**src/rtl/vedic_mul8_sequencer_if.sv**
```systemverilog
// rtl/vedic_mul8_sequencer_if.sv - operand, partial-product and result bundle for the 8x8 Vedic sequencer
interface vedic_mul8_sequencer_if;
  logic        in_valid;
  logic        in_ready;
  logic [7:0]  a;
  logic [7:0]  b;
  logic [3:0]  mul_a;
  logic [3:0]  mul_b;
  logic [7:0]  mul_p;
  logic        out_valid;
  logic        out_ready;
  logic [15:0] p;
  logic        busy;

  modport slave (
    input  in_valid, a, b, mul_p, out_ready,
    output in_ready, mul_a, mul_b, out_valid, p, busy
  );

  modport master (
    output in_valid, a, b, mul_p, out_ready,
    input  in_ready, mul_a, mul_b, out_valid, p, busy
  );
endinterface

```
**src/rtl/vedic_mul8_sequencer.sv**
```systemverilog
// rtl/vedic_mul8_sequencer.sv - 8x8 unsigned multiply in four passes through an external 4x4 Vedic multiplier
module vedic_mul8_sequencer #(
  parameter int ZERO_SKIP = 1
) (
  input  logic                  clk,
  input  logic                  rst_n,
  vedic_mul8_sequencer_if.slave io
);

  typedef enum logic [2:0] {
    S_IDLE = 3'd0,
    S_LL   = 3'd1,
    S_LH   = 3'd2,
    S_HL   = 3'd3,
    S_HH   = 3'd4,
    S_DONE = 3'd5
  } state_t;

  state_t      state_q, state_d;
  logic [7:0]  a_q, a_d;
  logic [7:0]  b_q, b_d;
  logic [15:0] acc_q, acc_d;

  logic        accept;
  logic        skip;

  assign accept = io.in_valid && (state_q == S_IDLE);
  assign skip   = (ZERO_SKIP != 0) && ((io.a == 8'h00) || (io.b == 8'h00));

  always_ff @(posedge clk or negedge rst_n) begin
    if (!rst_n) begin
      state_q <= S_IDLE;
      a_q     <= 8'h00;
      b_q     <= 8'h00;
      acc_q   <= 16'h0000;
    end else begin
      state_q <= state_d;
      a_q     <= a_d;
      b_q     <= b_d;
      acc_q   <= acc_d;
    end
  end

  always_comb begin
    state_d  = state_q;
    a_d      = a_q;
    b_d      = b_q;
    acc_d    = acc_q;
    io.mul_a = 4'h0;
    io.mul_b = 4'h0;

    // Each pass weights the returned partial product by its nibble position.
    case (state_q)
      S_IDLE: begin
        if (accept) begin
          a_d     = io.a;
          b_d     = io.b;
          acc_d   = 16'h0000;
          state_d = skip ? S_DONE : S_LL;
        end
      end
      S_LL: begin
        io.mul_a = a_q[3:0];
        io.mul_b = b_q[3:0];
        acc_d    = acc_q + {8'h00, io.mul_p};
        state_d  = S_LH;
      end
      S_LH: begin
        io.mul_a = a_q[7:4];
        io.mul_b = b_q[3:0];
        acc_d    = acc_q + {4'h0, io.mul_p, 4'h0};
        state_d  = S_HL;
      end
      S_HL: begin
        io.mul_a = a_q[3:0];
        io.mul_b = b_q[7:4];
        acc_d    = acc_q + {4'h0, io.mul_p, 4'h0};
        state_d  = S_HH;
      end
      S_HH: begin
        io.mul_a = a_q[7:4];
        io.mul_b = b_q[7:4];
        acc_d    = acc_q + {io.mul_p, 8'h00};
        state_d  = S_DONE;
      end
      S_DONE: begin
        if (io.out_ready) begin
          state_d = S_IDLE;
        end
      end
      default: begin
        state_d = S_IDLE;
      end
    endcase
  end

  assign io.in_ready  = (state_q == S_IDLE);
  assign io.out_valid = (state_q == S_DONE);
  assign io.busy      = (state_q != S_IDLE);
  assign io.p         = acc_q;

endmodule

```
**src/flat_wrapper.sv**
```systemverilog
// flat-port wrapper written by rule: the top's interface ports become plain ports
module vedic_mul8_sequencer_flat 
#(
  parameter int ZERO_SKIP = 1
)
  (clk, rst_n, io_in_valid, io_a, io_b, io_mul_p, io_out_ready, io_in_ready, io_mul_a, io_mul_b, io_out_valid, io_p, io_busy);
  vedic_mul8_sequencer_if io_i ();
  input  logic clk;
  input  logic rst_n;
  input wire logic [$bits(io_i.in_valid)-1:0] io_in_valid;
  input wire logic [$bits(io_i.a)-1:0] io_a;
  input wire logic [$bits(io_i.b)-1:0] io_b;
  input wire logic [$bits(io_i.mul_p)-1:0] io_mul_p;
  input wire logic [$bits(io_i.out_ready)-1:0] io_out_ready;
  output wire logic [$bits(io_i.in_ready)-1:0] io_in_ready;
  output wire logic [$bits(io_i.mul_a)-1:0] io_mul_a;
  output wire logic [$bits(io_i.mul_b)-1:0] io_mul_b;
  output wire logic [$bits(io_i.out_valid)-1:0] io_out_valid;
  output wire logic [$bits(io_i.p)-1:0] io_p;
  output wire logic [$bits(io_i.busy)-1:0] io_busy;
  assign io_i.in_valid = io_in_valid;
  assign io_i.a = io_a;
  assign io_i.b = io_b;
  assign io_i.mul_p = io_mul_p;
  assign io_i.out_ready = io_out_ready;
  assign io_in_ready = io_i.in_ready;
  assign io_mul_a = io_i.mul_a;
  assign io_mul_b = io_i.mul_b;
  assign io_out_valid = io_i.out_valid;
  assign io_p = io_i.p;
  assign io_busy = io_i.busy;
  vedic_mul8_sequencer #(.ZERO_SKIP(ZERO_SKIP)) u_core (.clk(clk), .rst_n(rst_n), .io(io_i));
endmodule
```
**config.mk**
```make
export PLATFORM = sky130hd
export DESIGN_NAME = vedic_mul8_sequencer_flat
export DESIGN_NICKNAME = d
export VERILOG_FILES = /design/src/rtl/vedic_mul8_sequencer_if.sv /design/src/rtl/vedic_mul8_sequencer.sv /design/src/flat_wrapper.sv
export SDC_FILE = /design/constraint.sdc
export NUM_CORES = 1
export LEC_CHECK = 0
export CAP_MARGIN = 10
export CORE_AREA = 10 10 118 67
export CTS_CLUSTER_DIAMETER = 40
export CTS_CLUSTER_SIZE = 14
export DETAILED_ROUTE_END_ITERATION = 6
export DIE_AREA = 0 0 128 77
export PLACE_DENSITY = 0.76
export SYNTH_ARGS = -nofsm -noshare
export SYNTH_HDL_FRONTEND = slang
export SYNTH_SLANG_ARGS = --single-unit
```
**constraint.sdc**
```tcl
create_clock -name clk -period 4.9 [get_ports clk]
set_input_delay 0.49 -clock clk [delete_from_list [all_inputs] [get_ports clk]]
set_output_delay 0.49 -clock clk [all_outputs]
set_load 0.05 [all_outputs]
```
==> flow_summary.toml, run 1 <==
[outcome]
status = "complete, no violations"

[power]
switchingPower_w = 0.001418
peakVddDrop_v = 0.0004088
p_int_w = 0.001332
p_leak_nw = 1.457
p_per_area_nw_per_um2 = 772.1
p_clk_share_pct = 11.2
pwr-share-seq_pct = 24.0
p_sw_share_pct = 51.56
combPwrFrac_pct = 64.8

[worst_setup_path]
worst_path_max_delay_cell = "clkdlybuf4s50_1"
crit_chain = "inv_1, nor2_1, a22oi_1, o21ai_0, clkdlybuf4s50_1"
critPathLaunchType = "flip-flop"
crit_buf_inv = 2
cp.depth = 5
arrival_ns = 2.74
path_delay_family = "buffers and inverters"
worstSetupEndpointType = "output port"
rr_worst_depth = 8
critPathKind = "reg2out"
required_ns = 4.41
cp_max_fo = 17
critical-path-max-stage-delay_ns = 0.84

[synthesis]
post-synth-top-count-cell = "dfrtp_1"
synth_area_per_cell_sq_um = 9.279
async_flop_share_pct = 100.0
synthesis.nets = 359
synthFlopType = "dfrtp_1"
ys_top_cells_by_area = "dfrtp_1 31%, ha_1 10%, mux2_2 8.0%"
synth_seq_cells = 35
synth_edf_count = 0
synth_cell_types = 50
synth_commonest_cells = "35 x dfrtp_1, 29 x o21ai_0, 23 x ha_1"
yosys_warnings = 0
syn_inst = 305
syn-cell-area_sq_um = 2830
yosysTopAreaCell = "dfrtp_1"
yosysSeqAreaShare_pct = 30.95
synth_top_area_share_pct = 30.95

[timing]
period_needed_ns = 3.230
maxSlewViolCount = 0
rsz0062_at_grt = "no"
fin_crit_sh_pct = 65.92
final_hold_viol_count = 0
skew_ns = 0.003910
worst_pin_slew_ns = 0.7599
tns_ns = 0
slew-limit-headroom_pct = 49.34
setup_violations = 0
fmax_mhz = 309.6

[clock_tree]
cts.sinks = 35
post_cts_buffers = 0
cts_hold_buf = 0
insertion_delay_ns = 0.28
cts_resized = 0
clk_pin_slew_ns = 0.06
cts.htree.levels = 2
cts_tree = "yes"
cts_root_buffer = "clkbuf_16"
cts_buffer_depth = 2
cts_made_buffers = 5

[floorplanning]
rows = 20
die_w_um = 128
core_sq_um = 5856
start_util_pct = 48.33
ios = 55
die_y_um = 77
die_area_sq_um = 9856

[grt]
grtUsageTotal_pct = 17.42
overflow = 0
grt_pass1_vias = 2544
grt_max_degree = 36
grt_pass1_wl_mm = 14.12
antenna_found_initial = 0

[flow_run]
cap_violations = 0

[place]
gp_congestion = 0.9580
hpwl_mm = 6.886
placed_cells = 426
portBuffers = 54

[finish]
fin_cells = 434
diodes = 0
fill_cells = 524
final_nets = 410
area_growth_pct = 25.82
drive_gt1_share_pct = 9.524

[routing]
first_pass_iters = 7
drc = 0
routed_wl_mm = 8.821
drtIter0Drc = 337
route.vias.total = 2696
drtAntennaViolNets = 0
routed_via_density = 6.212
wl_per_cell_um = 20.32

[hold_path]
whs_path_depth = 1
min-delay-path-class = "reg2reg"
-- flip-flops by register name, summed over array words and instances, names as in the netlist --
signal / count
u_core.b_q: 8
u_core.io.p: 16
u_core.a_q: 8
u_core.state_q: 3
-- layout make-up --
class                   instances  area (sq um)  share of cell area, %
clock buffers                   6         128.9                  3.619
inverters                       9         33.78                 0.9487
flip-flops and latches         35         875.8                  24.60
repair buffers                 56         555.5                  15.60
well taps                      77         96.34                  2.706
clock inverters                 2         12.51                 0.3514
multi-input cells             249          1858                  52.18
-- power by group through the flow --
stage	Sequential, W	Clock [W]	Combinational [W]
3_5_place_dp	0.000651	0	0.00176
6_report	0.000660	0.000308	0.00178
3_3_place_gp	0.000645	0	0.00173
5_1_grt	0.000685	0.000322	0.00191
4_1_cts	0.000649	0.000310	0.00177
2_1_floorplan	0.000735	0	0.00114
-- cells in the final DEF (no fill, tap or decap), types with 9 or more instances in the layout --
cell             instances
xor2_1                   9
o21ai_0                 29
ha_1                    23
clkdlybuf4s50_1         54
a22oi_1                 12
xnor2_1                 12
mux2_2                  20
inv_1                    9
nand2_1                 21
o21a_1                  10
nor2_1                  16
dfrtp_1                 35
-- layer usage --
layer / track usage [%] / up-vias / routed length (um)
met5: 0 / - / 0
met4: 2.685 / 0 / 35
met3: 5.559 / 4 / 1044
met2: 22.56 / 162 / 3497
met1: 26.90 / 1278 / 4244
li1: - / 1252 / -
-- cell families after synthesis --
group                    synth area share, %
multiplexers                           8.488
adder cells (fa/ha/maj)                12.29
flip-flops                             30.95
AO/OA/AOI/OAI                          23.30
buffers and inverters                  3.404
XOR/XNOR                               6.499
AND/OR/NAND/NOR                        15.08
-- metrics by stage --
step / hold slack, ns / util (%) / setup WS, ns / total power, W / cell area [sq um]
after detailed placement: 0.5077 / 58.40 / 1.887 / 0.002410 / 3420
after global routing: 0.5435 / 60.81 / 1.480 / 0.002913 / 3561
after floorplan: 0.1944 / - / 2.236 / 0.001875 / 2830
after CTS: 0.5202 / 60.81 / 1.685 / 0.002727 / 3561
after global placement: 0.5073 / 58.40 / 1.905 / 0.002375 / 3420
final: 0.5273 / 60.81 / 1.670 / 0.002749 / 3561
-- final timing paths --
path	slack [ns]	start	to
max	1.67	u_core.state_q[0]	io_mul_b[1]
min	0.53	u_core.a_q[0]	u_core.a_q[0]
max reg2reg	2.36	u_core.io.p[5]	u_core.io.p[11]
min reg2reg	0.53	u_core.a_q[0]	u_core.a_q[0]
max in group asynchronous	3.94	rst_n	u_core.b_q[7]
min in group asynchronous	0.63	rst_n	u_core.io.p[3]
(Power assumes the default switching activity.)
==> run 2, diff against run 1 <==
clock period = 3.2 ns   (was 4.9 ns; I/O delays follow)
==> flow_summary.toml, run 2 (same netlist as run 1, synthesis figures left out) <==
[outcome]
status = "complete, no violations"

[floorplanning]
ios = 55
rows = 20
die_area_sq_um = 9856
core_sq_um = 5856
die_w_um = 128
start_util_pct = 48.33
die_y_um = 77

[place]
portBuffers = 54
placed_cells = 432
hpwl_mm = 6.833
gp_congestion = 0.9564
placed_area_sq_um = 3445

[timing]
slew-limit-headroom_pct = 50.40
rsz0062_at_grt = "no"
tns_ns = 0
fmax_mhz = 366.4
worst_pin_slew_ns = 0.7440
setup_violations = 0
period_needed_ns = 2.730
fin_crit_sh_pct = 85.30
maxSlewViolCount = 0
final_hold_viol_count = 0
skew_ns = 0.002828

[routing]
drtIter0Drc = 312
drc = 0
drtAntennaViolNets = 0
first_pass_iters = 5
routed_via_density = 6.057
route.vias.total = 2665
wl_per_cell_um = 20.08
routed_wl_mm = 8.837

[worst_setup_path]
crit_chain = "clkdlybuf4s50_1, ha_1, inv_1, fa_1, nor2b_1, o21a_1, o21ai_0, a21oi_1, o21ai_0, a221o_1"
critPathLaunchType = "input pin"
crit_top_cell = "o21ai_0"
cp-startpoint = "io_mul_p[0]"
crit_buf_inv = 2
cp_max_fo = 5
required_ns = 3.37
arrival_ns = 2.90
r2r-start = "u_core.io.p[9]"
critical-path-max-stage-delay_ns = 0.56
worstSetupEndpointType = "flip-flop"
path_delay_family = "compound AO/OA/AOI/OAI gates"
worst_path_max_delay_cell = "clkdlybuf4s50_1"
critPathKind = "in2reg"

[finish]
multi_input_area_sq_um = 1858
largest_reg_flops = 16
mostFrequentLayoutCell = "clkdlybuf4s50_1"
area.sequential_sq_um = 875.8
fin_cells = 440
fin_area_sq_um = 3613
layout_common_cells = "46 x clkdlybuf4s50_1, 35 x dfrtp_1, 29 x o21ai_0"
area_growth_pct = 27.67
final_nets = 416
drive_gt1_share_pct = 13.50
diodes = 0
fill_cells = 500

[power]
p_leak_nw = 1.516
p_per_area_nw_per_um2 = 1196
peakVddDrop_v = 0.0007082

[grt]
grt_pass1_vias = 2524
grtUsageTotal_pct = 17.72
grt_pass1_wl_mm = 14.23
overflow = 0
grt_max_degree = 36
antenna_found_initial = 0

[clock_tree]
cts_resized = 0
post_cts_buffers = 0
insertion_delay_ns = 0.28
clk_pin_slew_ns = 0.06
cts_made_buffers = 5
cts.htree.levels = 2
cts_root_buffer = "clkbuf_16"
cts_tree = "yes"
cts.sinks = 35
cts_hold_buf = 0
cts_buffer_depth = 2

[flow_run]
cap_violations = 0

[hold_path]
min-delay-path-class = "in2async"
-- run 2: report_power, final --
| group | leakage, nW | internal, W | total, W | switching [W] |
|---|---|---|---|---|
| logic | 0.999 | 0.00111 | 0.00280 | 0.00168 |
| registers | 0.433 | 0.000656 | 0.000958 | 0.000303 |
| clock network | 0.0838 | 0.000367 | 0.000567 | 0.000200 |
-- run 2: metrics by stage --
stage | worst slack (ns) | hold WS [ns] | total power [W] | utilization (%)
6_report | 0.4704 | 0.4567 | 0.004321 | 61.71
5_1_grt | 0.3256 | 0.5061 | 0.004591 | 61.71
4_1_cts | 0.5084 | 0.4823 | 0.004292 | 61.71
3_5_place_dp | 0.2886 | 0.5105 | 0.003695 | 58.82
3_3_place_gp | 0.2852 | 0.5093 | 0.003653 | 58.82
2_1_floorplan | 0.7058 | 0.02441 | 0.002871 | -
-- run 2: worst reg2reg max path: cells and delay by family (launching register included) --
kind / cells / cell delay (ns)
simple gates: 2 / 0.32
xor+xnor: 1 / 0.23
fa+ha+maj: 1 / 0.47
flops: 1 / 0.61
buf+inv: 1 / 0.13
compound gates: 4 / 0.63
-- run 2: worst paths after layout --
check / end / slack (ns) / cells past startpoint
max in group asynchronous: u_core.io.p[6] / 2.40 / 2
max: u_core.io.p[10] / 0.47 / 10
min in group clk: u_core.a_q[3] / 0.53 / 1
min reg2reg: u_core.a_q[3] / 0.53 / 1
min: u_core.io.p[5] / 0.46 / 2
max reg2reg: u_core.io.p[12] / 0.66 / 9
-- run 2: final cells by class --
cell class	count	area share, %
Tap cell	77	2.666
Sequential cell	35	24.24
Timing Repair Buffer	62	16.07
Clock inverter	3	1.212
Multi-Input combinational cell	249	51.42
Inverter	9	0.9349
Clock buffer	5	3.463
-- run 2: layer usage --
metal | vias up | wire [um] | global-route usage [%]
met5 | - | 0 | 0
met4 | 0 | 63 | 3.691
met3 | 7 | 1097 | 7.001
met2 | 152 | 3355 | 22.26
met1 | 1236 | 4320 | 26.80
li1 | 1270 | - | -
==> run 3, diff against run 2 <==
SLEW_MARGIN = 10   (was default)
==> results of run 3 <==
No change in the layout: final DEF, timing and power equal those of run 2.
